## config.mk

```make
export PLATFORM = sky130hd
export DESIGN_NAME = addsub_accumulator
export DESIGN_NICKNAME = d
export VERILOG_FILES = /design/src/rtl/addsub_accumulator.sv
export SDC_FILE = /design/constraint.sdc
export NUM_CORES = 1
export LEC_CHECK = 0
export CAP_MARGIN = 20
export CORE_MARGIN = 2
export CORE_UTILIZATION = 46
export CTS_CLUSTER_DIAMETER = 30
export DETAILED_ROUTE_END_ITERATION = 12
export GPL_TIMING_DRIVEN = 0
export PLACE_DENSITY = 0.83
export RECOVER_POWER = 100
export SLEW_MARGIN = 20
export SYNTH_ARGS = -nofsm -noshare
export SYNTH_HDL_FRONTEND = slang
export SYNTH_SLANG_ARGS = --single-unit
```

## constraint.sdc

```tcl
create_clock -name clk -period 4 [get_ports clk]
set_input_delay 1 -clock clk [delete_from_list [all_inputs] [get_ports clk]]
set_output_delay 1 -clock clk [all_outputs]
set_load 0.01 [all_outputs]
```

## src/rtl/addsub_accumulator.sv

```systemverilog
// Sequencing and writeback stage around an external combinational adder/subtractor.
// Commands enter over in_valid/in_ready; each result leaves over out_valid/out_ready.
module addsub_accumulator #(
    parameter int WIDTH = 4
) (
    input  logic             clk,
    input  logic             rst,
    input  logic             in_valid,
    output logic             in_ready,
    input  logic [1:0]       in_op,
    input  logic [WIDTH-1:0] in_data,
    output logic [WIDTH-1:0] add_a,
    output logic [WIDTH-1:0] add_b,
    output logic             add_mode,
    input  logic [WIDTH-1:0] add_result,
    input  logic             add_cout,
    output logic             out_valid,
    input  logic             out_ready,
    output logic [WIDTH-1:0] out_acc,
    output logic             flag_z,
    output logic             flag_n,
    output logic             flag_c,
    output logic             flag_v
);

    typedef enum logic [1:0] {
        IDLE = 2'd0,
        EXEC = 2'd1,
        RESP = 2'd2
    } state_t;

    typedef enum logic [1:0] {
        OP_LOAD = 2'b00,
        OP_ADD  = 2'b01,
        OP_SUB  = 2'b10,
        OP_CMP  = 2'b11
    } op_t;

    state_t           state, state_next;
    op_t              op_q;
    logic [WIDTH-1:0] b_q;
    logic             mode_q;
    logic [WIDTH-1:0] acc;
    logic             accept;
    logic [WIDTH-1:0] bx;
    logic             arith_v;

    // State register.
    // NOTE: clocked state uses non-blocking assignments so every register samples pre-edge values.
    always_ff @(posedge clk or posedge rst) begin
        if (rst) begin
            state <= IDLE;
        end else begin
            state <= state_next;
        end
    end

    // Next-state logic.
    // NOTE: the default assignment up front keeps this block from inferring a latch.
    always_comb begin
        state_next = state;
        case (state)
            IDLE:    if (accept) state_next = EXEC;
            EXEC:    state_next = RESP;
            RESP:    if (out_ready) state_next = IDLE;
            default: state_next = IDLE;
        endcase
    end

    // Handshake outputs decoded from state; in_ready is also gated by reset itself.
    always_comb begin
        in_ready  = (state == IDLE) && !rst;
        out_valid = (state == RESP);
    end

    assign accept = in_valid && in_ready;

    // Overflow: operands of equal sign producing a result of the opposite sign.
    assign bx      = b_q ^ {WIDTH{mode_q}};
    assign arith_v = (add_a[WIDTH-1] == bx[WIDTH-1]) && (add_result[WIDTH-1] != add_a[WIDTH-1]);

    always_ff @(posedge clk or posedge rst) begin
        if (rst) begin
            op_q   <= OP_LOAD;
            b_q    <= '0;
            mode_q <= 1'b0;
        end else if (accept) begin
            op_q   <= op_t'(in_op);
            b_q    <= in_data;
            mode_q <= (in_op == OP_SUB) || (in_op == OP_CMP);
        end
    end

    // Writeback happens only in EXEC, so flags and acc are frozen during RESP.
    always_ff @(posedge clk or posedge rst) begin
        if (rst) begin
            acc    <= '0;
            flag_z <= 1'b0;
            flag_n <= 1'b0;
            flag_c <= 1'b0;
            flag_v <= 1'b0;
        end else if (state == EXEC) begin
            if (op_q == OP_LOAD) begin
                acc    <= b_q;
                flag_z <= (b_q == '0);
                flag_n <= b_q[WIDTH-1];
                flag_c <= 1'b0;
                flag_v <= 1'b0;
            end else begin
                if (op_q != OP_CMP) begin
                    acc <= add_result;
                end
                flag_z <= (add_result == '0);
                flag_n <= add_result[WIDTH-1];
                flag_c <= add_cout;
                flag_v <= arith_v;
            end
        end
    end

    assign add_a    = acc;
    assign add_b    = b_q;
    assign add_mode = mode_q;
    assign out_acc  = acc;

endmodule
```

-- Yosys cells after proc, flatten, opt, wreduce, memory -nomap -nowiden
Index checks and enable logic that the tools add are counted.
- flip-flop bits (word level): 17
- output and inout port bits: 19
- logic and storage cells: 40
- equal/unequal tests: 9
- multiplexer cells: 9
- bitwise operators: 1
- reduce and logical (&&, ||, !) cells: 12
- operator list (kind ; count):
    4-bit logical NOT ; 2
    4-bit two-way mux ; 2
    2-bit == test (second input constant) ; 3
    2-bit case mux with 3 select lines ; 1
    2-bit logical NOT ; 2
    1-bit two-way mux ; 4
    2-bit two-way mux ; 2
    2-bit != test (second input constant) ; 2
    2-bit AND reduction ; 2
    4-bit XOR ; 1
    1-bit logical AND ; 3
    2-bit by 1-bit == test with 1-bit output (second input constant) ; 1
    2-bit by 1-bit != test with 1-bit output (second input constant) ; 1
    2-bit nonzero test ; 1
    1-bit == test ; 1
    1-bit logical NOT ; 1
    1-bit logical OR ; 1
    1-bit != test ; 1

-- Longest topological paths before layout
- word-level depth: 5
- depth in mapped cells: 5

-- Worst setup path before layout
No wires, ideal clock.
- kind: input to output
- from: in rst
- to: out in_ready
- arrival: 1259 ps
- data required time: 3000 ps
- slack: 1741 ps
- stages on the path: 1
- cell sequence: nor3_1
- longest elaborated chain between the ends: 2
- ends and longest elaborated chain (element ; RTL line ; source):
    start, declared ; 7 ; input logic rst,
    1-bit logical NOT (no line) ; n/a ;
    1-bit logical AND ; 72 ; in_ready = (state == IDLE) && !rst;
    end, declared ; 9 ; output logic in_ready,
No other way between the ends.

-- Worst setup path after layout
Ends and elaborated chain as after synthesis.

==> results.ini <==
[detailed_routing]
vias=761
post_drt_wl_per_cell_um=13.1
drt.antenna.violating_nets=0
first_iter_violations=18
vias_per_cell=5.21
routed_wl_um=1910
drc=0
first_pass_iters=4

[clock_network]
path_clk_slew_ns=0.10
clock_latency_ns=0.30
ctsLongestPathBuffers=2
hold_buffers=0
cts_tree=done
post-cts-setup-buffer-count=0
clockRootBuffer=clkbuf_4
numCtsBuffers=3
ctsResizeCount=0
htreeDepth=1
cts.sinks=17

[synth]
synth_flop_cell=dfrtp_1
synthSimpleGateAreaFrac_pct=18.5
synth_top_family_by_area=simple AND/OR/NAND/NOR gates
synth_top_area_share_pct=48.0
syn_area_um2=887
yosys_warnings=0
netlist_top_cells_count=dfrtp_1, nor2_1
synth-edff-count=0
syn_avg_cell_area_um2=10.6
synthArstFlopShare_pct=100
yosys-top-cells-area=dfrtp_1, mux2_2, buf_4
yosys.area.top_type=dfrtp_1
synthXorXnorAreaFrac_pct=0.987
syn_inst=84
synth-compound-area-share_pct=15.4
ys_types=23
yosys.cell_count.top_type=dfrtp_1
synth-seq-cells=17
synthAdderAreaFrac_pct=0
yosysSeqAreaShare_pct=48.0
synth_mux_area_share_pct=9.73
synth.net_count=99

[timing]
period_minus_slack_ns=3.35
maxSlewViolCount=0
fin_worst_skew_ns=0.00673
fmax_mhz=298
grt_setup_unrepaired=no
hold_viol=0
min_period_over_period_pct=83.8
relSlewSlack_pct=5.45
timing.final.ws_setup_ns=0.646
tightest_slew_ns=1.40
setup_viol=0
setup_tns_ns=0

[job]
cap_viol_max_count=0

[critical_path]
critical_path_class=input pin to output pin
path_buf_inv=2
cp-end-kind=output pin
r2r_start=state[1]$_DFFE_PP0P_
startpoint=rst
crit_arrival_ns=2.35
worst_ep_required_time_ns=3.00
crit_path_frequent_cell=dlygate4sd3_1
cp_slowest_cell=dlygate4sd3_1
slowest_delay_ns=0.64
cpLargestDelayFamily=buffers and inverters
crit_chain=dlygate4sd3_1, nor3_1, dlygate4sd3_1
start_kind=input pin
worstPathMaxFanout=3

[global_routing]
grt_max_degree=18
grt.total_usage_pct=20.0
grt_pass1_vias=722
grt_antenna_before_repair=0
grt_overflow=0
grt_pass1_wl_um=3220

[final_layout]
fillCellCount=156
final_cells=146
multi_input_comb_area_um2=380
seqCellArea_um2=425
finalNetCount=137
areaGrowthSynthToFinish_pct=42.0
final_core_util_pct=71.4
num_antenna_cells=0
drive_gt1_share_pct=12.4

[place]
place_hpwl_um=1420
dp_cells=142
gp_congestion=0.753
port_buffers=33
dp_slack_ns=0.785

[die]
die_h_um=47.9
num_rows=15
ios=34
core-area_mm2=0.00176
die_w_um=47.9
start_util_pct=50.3
die-area_mm2=0.00230

[power_and_ir_drop]
leakagePower_nw=0.547
p_total_w=0.000700
swShare_pct=34.8
internal-power_w=0.000457
powerDensity_mw_per_mm2=556
p_sw_w=0.000243
clkPwrFrac_pct=13.4
sequentialPowerShare_pct=39.8
vdd_drop_max_mv=0.327
comb_power_share_pct=46.8

[status]
status=complete, no violations

[min_path]
hp-start=flag_n$_DFFE_PP0N_
min_path_type=register to register

placed cells by master (no fill, tap or decap), types with 2 or more instances in the layout:
cell and instances:
a211oi_1 4, nor2_1 6, nor2b_1 5, o21ai_0 5, nand2b_1 5, inv_1 4
clkbuf_4 3, nand2_1 4, dfrtp_1 17, clkbuf_1 2, clkdlybuf4s50_1 8, a2111oi_0 4
o31ai_1 5, dlygate4sd3_1 25, buf_4 5, mux2i_1 3, mux2_2 4, nor4_1 2
layout make-up:
class / instances / share of cell area (%)
Buffer: 8 / 3.97
Inverter: 4 / 1.19
Clock buffer: 3 / 1.79
Tap cell: 25 / 2.48
Timing Repair Buffer: 33 / 26.2
Clock inverter: 1 / 0.397
Sequential cell: 17 / 33.8
Multi-Input combinational cell: 55 / 30.2
final timing paths:
kind                                             end  slack [ns]  depth (start not counted)
worst max register to register  add_b[2]$_DFFE_PP0P_        1.85                          2
worst min-delay path              flag_n$_DFFE_PP0N_        0.49                          2
min in group asynchronous       add_a[0]$_DFFE_PP0P_        1.26                          2
worst min register to register    flag_n$_DFFE_PP0N_        0.49                          2
worst max-delay path                        in_ready        0.65                          3
max in group asynchronous       add_b[2]$_DFFE_PP0P_        2.33                          2
power by group through the flow:
stage	Combinational [W]	Clock (W)	Sequential [W]
3_5_place_dp	0.000362	0	0.000285
6_report	0.000328	0.0000936	0.000279
4_1_cts	0.000364	0.0000938	0.000282
3_3_place_gp	0.000355	0	0.000281
2_1_floorplan	0.000163	0	0.000297
5_1_grt	0.000365	0.000101	0.000290
worst min-delay path: cells and delay by family (launching register included):
family | cells | cell delay [ns]
simple gates | 1 | 0.04
flops | 1 | 0.35
compound gates | 1 | 0.06
state kept, by name, summed over array words and instances (netlist names):
name      flops
add_a         4
add_b         4
flag_n        1
add_mode      1
flag_v        1
flag_c        1
op_q          2
state         2
flag_z        1
logic make-up after synthesis:
kind of cell,after synthesis
AO/OA/AOI/OAI,19
flip-flops,17
AND/OR/NAND/NOR,27
XOR/XNOR,1
buffers and inverters,12
multiplexers,8
routing by layer:
layer  part of all wire, %  track usage [%]  up-vias
met2                    48             33.6       29
li1                      -                -      369
met1                    45             25.9      354
met3                   5.5             3.77        9
met4                   1.8             6.49        0
met5                     0                0        -
metrics by stage:
step                hold WS (ns)  cell area [um2]
global route               0.534             1260
floorplan                  0.511              887
global placement           0.466             1250
detailed placement         0.481             1250
finish                     0.491             1260
CTS                        0.505             1280
No activity file was read; power rests on OpenSTA's default activity.
